$ cat src/rtl/zoom_frame_reader_pkg.sv
// Shared display geometry and zoom sizes, plus the window-geometry helper
// used when latching the image size at frame start.
package zoom_frame_reader_pkg;

    localparam int H_ACTIVE_PX = 640;
    localparam int V_ACTIVE_PX = 480;

    localparam int DEFAULT_W  = 160;
    localparam int DEFAULT_H  = 120;
    localparam int ENLARGED_W = 320;
    localparam int ENLARGED_H = 240;
    localparam int REDUCED_W  = 80;
    localparam int REDUCED_H  = 60;

    typedef enum logic {
        WAIT_FRAME,
        RUN
    } state_e;

    // Window corners kept at 11 bits so the raster compares never wrap.
    typedef struct packed {
        logic [10:0] x0;
        logic [10:0] y0;
        logic [10:0] xe;
        logic [10:0] ye;
    } geom_t;

    function automatic geom_t calc_geom(input logic [9:0]  w,
                                        input logic [8:0]  h,
                                        input logic [10:0] h_act,
                                        input logic [10:0] v_act);
        logic [10:0] w11;
        logic [10:0] h11;
        geom_t       g;
        w11 = {1'b0, w};
        h11 = {2'b0, h};
        if (w11 == 11'd0 || h11 == 11'd0 || w11 > h_act || h11 > v_act) begin
            w11 = 11'(DEFAULT_W);
            h11 = 11'(DEFAULT_H);
        end
        g.x0 = (h_act - w11) >> 1;
        g.y0 = (v_act - h11) >> 1;
        g.xe = g.x0 + w11;
        g.ye = g.y0 + h11;
        return g;
    endfunction

endpackage

$ cat src/rtl/zoom_delay_line.sv
// Fixed-depth register delay with asynchronous active-low clear.
module zoom_delay_line #(
    parameter int WIDTH = 1,
    parameter int DEPTH = 1
) (
    input  logic             clk_i,
    input  logic             rst_ni,
    input  logic [WIDTH-1:0] d_i,
    output logic [WIDTH-1:0] q_o
);

    logic [DEPTH-1:0][WIDTH-1:0] pipe_q;

    always_ff @(posedge clk_i or negedge rst_ni) begin
        if (!rst_ni) begin
            pipe_q <= '0;
        end else begin
            pipe_q[0] <= d_i;
            for (int i = 1; i < DEPTH; i++) pipe_q[i] <= pipe_q[i-1];
        end
    end

    assign q_o = pipe_q[DEPTH-1];

endmodule

$ cat src/rtl/zoom_frame_reader.sv
// Display-side framebuffer reader: centres the latched image window on the
// raster, issues linear reads for in-window pixels and drives border elsewhere.
module zoom_frame_reader
    import zoom_frame_reader_pkg::*;
#(
    parameter int H_ACTIVE     = H_ACTIVE_PX,
    parameter int V_ACTIVE     = V_ACTIVE_PX,
    parameter int ADDR_W       = 17,
    parameter int DATA_W       = 8,
    parameter int MEM_LAT      = 1,
    parameter int BORDER_COLOR = 0
) (
    input  logic              clk_i,
    input  logic              rst_ni,
    input  logic [9:0]        img_width_i,
    input  logic [8:0]        img_height_i,
    input  logic              frame_start_i,
    input  logic              video_on_i,
    input  logic [9:0]        pixel_x_i,
    input  logic [9:0]        pixel_y_i,
    output logic [ADDR_W-1:0] mem_addr_o,
    output logic              mem_rd_en_o,
    input  logic [DATA_W-1:0] mem_data_i,
    output logic [DATA_W-1:0] pix_out_o,
    output logic              pix_de_o,
    output logic              frame_done_o
);

    localparam int    DLY      = 1 + MEM_LAT;
    localparam geom_t GEOM_RST = calc_geom(10'd0, 9'd0, 11'(H_ACTIVE), 11'(V_ACTIVE));

    state_e            state_q, state_d;
    geom_t             geom_q, geom_d;
    logic [ADDR_W-1:0] cnt_q, cnt_d;
    logic [ADDR_W-1:0] addr_q, addr_d;
    logic              rd_en_q, done_q, done_d;
    logic              in_win;
    logic [10:0]       px, py;
    logic [1:0]        dly_out;
    logic [DATA_W-1:0] pix_q;
    logic              de_q;

    assign px = {1'b0, pixel_x_i};
    assign py = {1'b0, pixel_y_i};

    always_ff @(posedge clk_i or negedge rst_ni) begin
        if (!rst_ni) begin
            state_q <= WAIT_FRAME;
            geom_q  <= GEOM_RST;
            cnt_q   <= '0;
            addr_q  <= '0;
            rd_en_q <= 1'b0;
            done_q  <= 1'b0;
        end else begin
            state_q <= state_d;
            geom_q  <= geom_d;
            cnt_q   <= cnt_d;
            addr_q  <= addr_d;
            rd_en_q <= in_win;
            done_q  <= done_d;
        end
    end

    // The window test always uses the geometry latched before this cycle,
    // so a misplaced frame_start during video reads address 0 with old bounds.
    always_comb begin
        state_d = state_q;
        geom_d  = geom_q;
        cnt_d   = cnt_q;
        addr_d  = addr_q;
        done_d  = 1'b0;
        in_win  = (state_q == RUN) && video_on_i &&
                  (px >= geom_q.x0) && (px < geom_q.xe) &&
                  (py >= geom_q.y0) && (py < geom_q.ye);
        if (in_win) begin
            addr_d = frame_start_i ? '0 : cnt_q;
            done_d = (px == geom_q.xe - 11'd1) && (py == geom_q.ye - 11'd1);
        end
        if (frame_start_i) begin
            state_d = RUN;
            geom_d  = calc_geom(img_width_i, img_height_i, 11'(H_ACTIVE), 11'(V_ACTIVE));
            cnt_d   = in_win ? ADDR_W'(1) : '0;
        end else if (in_win && cnt_q != '1) begin
            cnt_d = cnt_q + ADDR_W'(1);
        end
    end

    zoom_delay_line #(
        .WIDTH(2),
        .DEPTH(DLY)
    ) u_align (
        .clk_i (clk_i),
        .rst_ni(rst_ni),
        .d_i   ({video_on_i, in_win}),
        .q_o   (dly_out)
    );

    always_ff @(posedge clk_i or negedge rst_ni) begin
        if (!rst_ni) begin
            pix_q <= DATA_W'(BORDER_COLOR);
            de_q  <= 1'b0;
        end else begin
            pix_q <= dly_out[0] ? mem_data_i : DATA_W'(BORDER_COLOR);
            de_q  <= dly_out[1];
        end
    end

    assign mem_addr_o   = addr_q;
    assign mem_rd_en_o  = rd_en_q;
    assign frame_done_o = done_q;
    assign pix_out_o    = pix_q;
    assign pix_de_o     = de_q;

endmodule

$ cat config.mk
export PLATFORM = sky130hd
export DESIGN_NAME = zoom_frame_reader
export DESIGN_NICKNAME = d
export VERILOG_FILES = /design/src/rtl/zoom_frame_reader_pkg.sv /design/src/rtl/zoom_delay_line.sv /design/src/rtl/zoom_frame_reader.sv
export SDC_FILE = /design/constraint.sdc
export NUM_CORES = 1
export LEC_CHECK = 0
export ABC_AREA = 0
export CORE_AREA = 5 5 152 118
export DETAILED_ROUTE_END_ITERATION = 8
export DIE_AREA = 0 0 157 123
export RECOVER_POWER = 25
export SYNTH_ARGS = -nofsm -noshare
export SYNTH_HDL_FRONTEND = slang
export SYNTH_SLANG_ARGS = --single-unit
$ cat constraint.sdc
create_clock -name clk_i -period 3.1 [get_ports clk_i]
set_input_delay 0.62 -clock clk_i [delete_from_list [all_inputs] [get_ports clk_i]]
set_output_delay 0.62 -clock clk_i [all_outputs]
set_load 0.1 [all_outputs]
-- Word-level counts from Yosys, hierarchy flattened
Index checks and enable logic that the tools add are counted.
- bits in latches: 0
- word-level logic and storage cells: 52
- memories kept: 0
- bits in read-only memories: 0
- RAM bits: 0
- register bits: 92
- bits of input ports: 51
- shift operators: 0
- add/sub/neg operators: 7
- divide/modulo/power cells: 0
- bitwise operators: 0
- multiply operators: 0
- order comparisons: 6
- muxes and demuxes: 10
- reductions and logical operators: 13
- eq/ne operators: 3
- operators by type and width (cell ; count):
    17-bit 2-to-1 mux ; 3
    10-bit by 11-bit adder with 11-bit output ; 2
    10-bit by 11-bit equality test with 1-bit output ; 2
    10-bit by 11-bit less-than comparator with 1-bit output ; 2
    11-bit 2-to-1 mux ; 2
    11-bit by 1-bit subtractor with 11-bit output, second input constant ; 2
    10-bit greater-or-equal comparator ; 2
    17-bit by 1-bit adder with 17-bit output, second input constant ; 1
    17-bit != test, second input constant ; 1
    10-bit by 11-bit subtractor with 11-bit output, first input constant ; 1
    9-bit by 11-bit subtractor with 11-bit output, first input constant ; 1
    10-bit > comparator, second input constant ; 1
    10-bit logical NOT ; 1
    10-bit 2-to-1 mux ; 1
    9-bit > comparator, second input constant ; 1
    9-bit logical NOT ; 1
    9-bit 2-to-1 mux ; 1
    8-bit 2-to-1 mux ; 1
    1-bit logical AND ; 7
    1-bit logical OR ; 3
    1-bit 2-to-1 mux ; 2
    2-bit nonzero test ; 1

-- Longest topological paths before layout
- depth after elaboration: 8
- gate-level depth with buffers: 22
- depth with buffers taken out: 20

-- Cells and area by module
Synthesis repeated with hierarchy kept, for this count alone.
- cells, all modules: 732
- area total of the unflattened synthesis: 6623.9 um^2
- by module, submodules not included (module ; cells an instance ; area each (um^2) ; times used ; seq. area each (um^2)):
    zoom_frame_reader ; 726 ; 6508.7 ; 1 ; 2220.9
    zoom_delay_line ; 6 ; 115.1 ; 1 ; 100.1

-- Least setup slack after synthesis
OpenSTA, ideal clock, no wires.
- path kind: input -> register
- from: in img_height_i[3]
- to: reg geom_q[9] (netlist name)
- path slack: -1.513 ns
- stages on the path: 19
- data arrival time: 4.474 ns
- setup time: 0.139 ns
- path buffers: 2
- cells stage by stage: clkbuf_1 nor2_2 a21oi_2 nor4_4 and2_1 clkbuf_1 nand2_1 ha_1 nor2b_1 a21boi_0 xnor2_1 nand2b_1 ha_1 a21o_1 a41o_1 a211o_1 a31oi_4 xnor2_1 mux2i_1
- longest elaborated chain between the ends: 8
- RTL lines (what ; RTL line ; source):
    start: declaration ; zoom_frame_reader.sv:16 ; input logic [8:0] img_height_i,
    parallel branches: the longest is 4 deep, another holds 9-bit > comparator ; - ;
    9-bit 2-to-1 mux (*) ; zoom_frame_reader_pkg.sv:37 ; if (w11 == 11'd0 || h11 == 11'd0 || w11 > h_act || h11 > v_act) begin
    11-bit 2-to-1 mux (*) ; zoom_frame_reader.sv:79 ; if (frame_start_i) begin
    9-bit by 11-bit subtractor with 11-bit output ; zoom_frame_reader_pkg.sv:42 ; g.y0 = (v_act - h11) >> 1;
    10-bit by 11-bit adder with 11-bit output (*) ; zoom_frame_reader_pkg.sv:44 ; g.ye = g.y0 + h11;
    end signal: assignment ; zoom_frame_reader.sv:56 ; geom_q <= geom_d;
    end: declaration ; zoom_frame_reader.sv:33 ; geom_t geom_q, geom_d;
Every way passes the cells marked *. The select of a mux whose other input is x is not followed.
A chain may end at the register's enable or synchronous reset.

-- Final worst setup path
- from: in img_width_i[6]
- to: reg geom_q[9] (netlist name)
- longest elaborated chain between the ends: 8
- RTL lines (what ; RTL line ; source):
    start: declaration ; zoom_frame_reader.sv:15 ; input logic [9:0] img_width_i,
    parallel branches: the longest is 2 deep, another holds 10-bit > comparator ; - ;
    1-bit logical OR (*) (2 in a row) ; zoom_frame_reader_pkg.sv:37 ;
    9-bit 2-to-1 mux (*) ; zoom_frame_reader_pkg.sv:37 ;
    11-bit 2-to-1 mux (*) ; zoom_frame_reader.sv:79 ;
    9-bit by 11-bit subtractor with 11-bit output ; zoom_frame_reader_pkg.sv:42 ;
    10-bit by 11-bit adder with 11-bit output (*) ; zoom_frame_reader_pkg.sv:44 ;
Marked as above.

==> reports/qor.csv <==
stage,metric,value,unit
logic_synthesis,number of unique standard cell types used by synthesis,68,
floorplanning,I/O Pins,79,
detailed_routing,Via Count,6119,
critical_path,Max stage delay on crit path,300,ps
detailed_routing,WL/cell,16.7,um
floorplanning,die area,19300,sq um
global_route,vias in the first global route,6302,
final_layout,layout cells sized above 1,0.341,
timing,final hold vios,0,
detailed_routing,number of nets with antenna violations after routing,0,
global_route,first-pass GRT wire length,31.8,mm
timing,setup_tns,-6080,ps
detailed_routing,initial drt markers,307,
floorplanning,row count,41,
floorplanning,Chip Width,157,um
logic_synthesis,syn avg cell area,8.79,sq um
timing,Fmax,268,MHz
logic_synthesis,fraction of registers with async set/reset,1.00,
clock_tree,clock slew at reported path FFs,70,ps
logic_synthesis,syn nets,836,
clock_tree,Post-CTS Hold Fix Bufs,0,
logic_synthesis,Post-Synthesis Cells,725,
floorplanning,core area,16400,sq um
critical_path,"Slowest-stage cell, CP",nor4_4,
global_route,initial antenna violation count,1,
logic_synthesis,Seq cells post-synth,91,
critical_path,critical path class,primary input to flop,
clock_tree,CTS tree,built,
timing,Slew Limit Headroom,-0.783,
global_route,Overall Global Routing Usage,0.207,
critical_path,required time worst endpoint,3300,ps
timing,"Setup violations, final",15,
place,dpl ws,-1460,ps
clock_tree,Clock Latency Late Sink,350,ps
final_layout,synthesis-to-layout area growth,47.5,%
critical_path,crit start category,primary input,
critical_path,Critical Path AT,3930,ps
critical_path,crit end category,flop,
clock_tree,maximum root-to-sink buffer count,2,
critical_path,CP cell instances,buf_8 -> nor4_4 -> a21oi_2 -> nor4_4 -> and2_4 -> buf_6 -> buf_6 -> nand2_4 -> ha_4 -> nor2b_4 -> a21boi_2 -> xnor2_1 -> nand2b_4 -> ha_4 -> a21o_1 -> a41o_1 -> a211o_1 -> a31oi_4 -> xnor2_1 -> mux2i_1,
global_route,GRT overflow,0,
logic_synthesis,"Seq/Total Area, Yosys",0.360,
clock_tree,root buffer cell,clkbuf_16,
worst_hold_path,Hold/Removal Path Class,flop to flop,
floorplanning,Die Y,123,um
final_layout,Multi-input gate area,4290,sq um
logic_synthesis,"area leader, netlist",dfrtp_1,
logic_synthesis,Post-Syn Area,6370,sq um
clock_tree,clk sinks,91,
critical_path,worst-path fanout max,3,
timing,worst setup margin,-634,ps
logic_synthesis,"Primary FF master, synth",dfrtp_1,
job,Max-Cap Viols,1,
timing,slew at the pin closest to its max-slew limit,2670,ps
detailed_routing,DRT Wirelength,19.7,mm
power,Worst VDD drop,235,uV
final_layout,filler cell count,1432,
detailed_routing,drt drc,0,
logic_synthesis,number of synthesized flops with an enable pin,0,
timing,final worst path period share,1.20,
timing,worst-case hold slack,349,ps
clock_tree,Num CTS Buffers,9,
final_layout,Final Non-Filler Cells,1180,
critical_path,Buf/Inv on CP,3,
detailed_routing,vias per inst,5.19,
timing,RSZ-0062 raised after global routing,true,
place,Port Buffer Count,78,
place,Placed Cells,1128,
global_route,largest net degree at the start of global routing,86,
logic_synthesis,synth top area cells,"dfrtp_1 30%, ha_1 12%, dfstp_2 6.2%",
timing,fin. max-slew vios,44,
final_layout,Storage cell area,2300,sq um
critical_path,CP top delay family,compound AO/OA/AOI/OAI gates,
status,status,"finished, violations left",
timing,crit path time final,3730,ps
place,DP HPWL,14.5,mm
logic_synthesis,Yosys top cell area share,0.298,
clock_tree,H-tree level count,3,
power,LEAKAGE,4.29,nW
place,Placer Congestion,0.957,
power,overall power,0.00420,W
power,PD cells,447,nW/um^2
final_layout,Final nets,1070,
logic_synthesis,Yosys warnings,0,
status,failing checks,"max-capacitance violations, max-slew violations, negative setup slack",
timing,clk_skew,9.13,ps
floorplanning,initial core utilization,0.389,
detailed_routing,first-pass iteration count of the detailed router,5,
==> path summary, 6_finish.rpt <==
kind	cells after the start	from	to	slack, ps
hold / removal	0	u_align.pipe_q[1]	u_align.q_o[1]	350
min in group asynchronous	1	rst_ni	geom_q[35]	1090
hold reg to reg	0	u_align.pipe_q[1]	u_align.q_o[1]	350
setup reg to reg	12	geom_q[18]	cnt_q[8]	210
max in group asynchronous	1	rst_ni	pix_out_o[6]	460
setup / recovery	20	img_width_i[6]	geom_q[9]	-630
==> metrics by stage <==
stage | utilization | instance area, sq um
2_1_floorplan | - | 6540
3_3_place_gp | 0.514 | 8420
3_5_place_dp | 0.514 | 8420
4_1_cts | 0.559 | 9150
5_1_grt | 0.574 | 9400
6_report | 0.574 | 9400
==> cell type report <==
| class | count | share of cell area |
|---|---|---|
| repair buffers | 249 | 0.218 |
| clock buffers | 9 | 0.0240 |
| clock inverters | 7 | 0.00892 |
| multi-input cells | 559 | 0.457 |
| well taps | 215 | 0.0286 |
| diodes | 1 | 0.000266 |
| flip-flops and latches | 91 | 0.244 |
| inverters | 49 | 0.0196 |
==> placed cells by master (no fill, tap or decap), types with 8 or more instances in the layout <==
| cell | instances |
|---|---|
| ha_1 | 53 |
| o21a_1 | 9 |
| nor2_1 | 43 |
| o21ai_0 | 58 |
| nand4_1 | 13 |
| and3_1 | 10 |
| a21oi_1 | 18 |
| xor2_1 | 18 |
| clkdlybuf4s50_1 | 25 |
| buf_4 | 183 |
| xnor2_1 | 40 |
| mux2i_1 | 8 |
| nand3_1 | 11 |
| nand2_1 | 80 |
| a21oi_2 | 9 |
| nand2b_1 | 12 |
| o21ai_1 | 9 |
| nor3_1 | 21 |
| and2_1 | 16 |
| dfstp_2 | 15 |
| clkbuf_16 | 9 |
| dfrtp_1 | 76 |
| inv_1 | 46 |
| buf_6 | 11 |
==> flip-flops by register name, indices dropped and copies added (netlist names) <==
register        flops
state_q             1
u_align.q_o         2
geom_q             42
cnt_q              17
mem_addr_o         17
pix_out_o           8
frame_done_o        1
u_align.pipe_q      2
pix_de_o            1
==> cells in the mapped netlist, types with 3 or more instances <==
cell	count
a2111oi_0	3
a211o_1	3
a211oi_1	3
a21o_1	4
a21oi_1	26
a31o_2	3
a31oi_1	7
and2_1	17
and3_1	12
and4_1	3
buf_1	3
clkbuf_1	21
dfrtp_1	76
dfstp_2	15
ha_1	60
inv_1	48
mux2_2	3
mux2i_1	8
nand2_1	84
nand2b_1	13
nand3_1	15
nand4_1	13
nor2_1	46
nor2b_1	9
nor3_1	23
nor4_1	4
o211ai_1	3
o21a_1	9
o21ai_0	69
o22ai_1	3
o31ai_1	6
or2_2	4
or3_1	6
xnor2_1	43
xor2_1	18
==> routing by layer <==
| layer | share of wire | GRT usage | up-vias | wire length (um) |
|---|---|---|---|---|
| met3 | 0.055 | 0.0378 | 15 | 1090 |
| met5 | 0 | 0 | - | 0 |
| met2 | 0.46 | 0.329 | 147 | 9030 |
| met1 | 0.48 | 0.291 | 2949 | 9410 |
| li1 | - | - | 3008 | - |
| met4 | 0.0092 | 0.0585 | 0 | 182 |
==> power by group <==
part	internal (W)	switching [W]	total, W	leakage, nW
Clock	0.000643	0.000518	0.00116	0.154
Sequential	0.00131	0.0000817	0.00139	1.17
Combinational	0.000789	0.000854	0.00164	2.97
Total	0.00274	0.00145	0.00420	4.29
==> repair_timing <==
action                                  4_1_cts  5_1_grt
setup buffers                                30        8
gates resized for setup                     104       45
pin swaps                                    46       44
endpoints found under the setup margin       37       50
==> cell families after synthesis <==
| group | Yosys count | share of synthesized area |
|---|---|---|
| mux | 11 | 0.0179 |
| flops | 91 | 0.360 |
| fa+ha+maj | 60 | 0.118 |
| simple gates | 268 | 0.219 |
| buf+inv | 75 | 0.0446 |
| other cells | 1 | 0.000588 |
| compound gates | 158 | 0.156 |
| xor+xnor | 61 | 0.0838 |
Power figures use the tool's default switching activity.
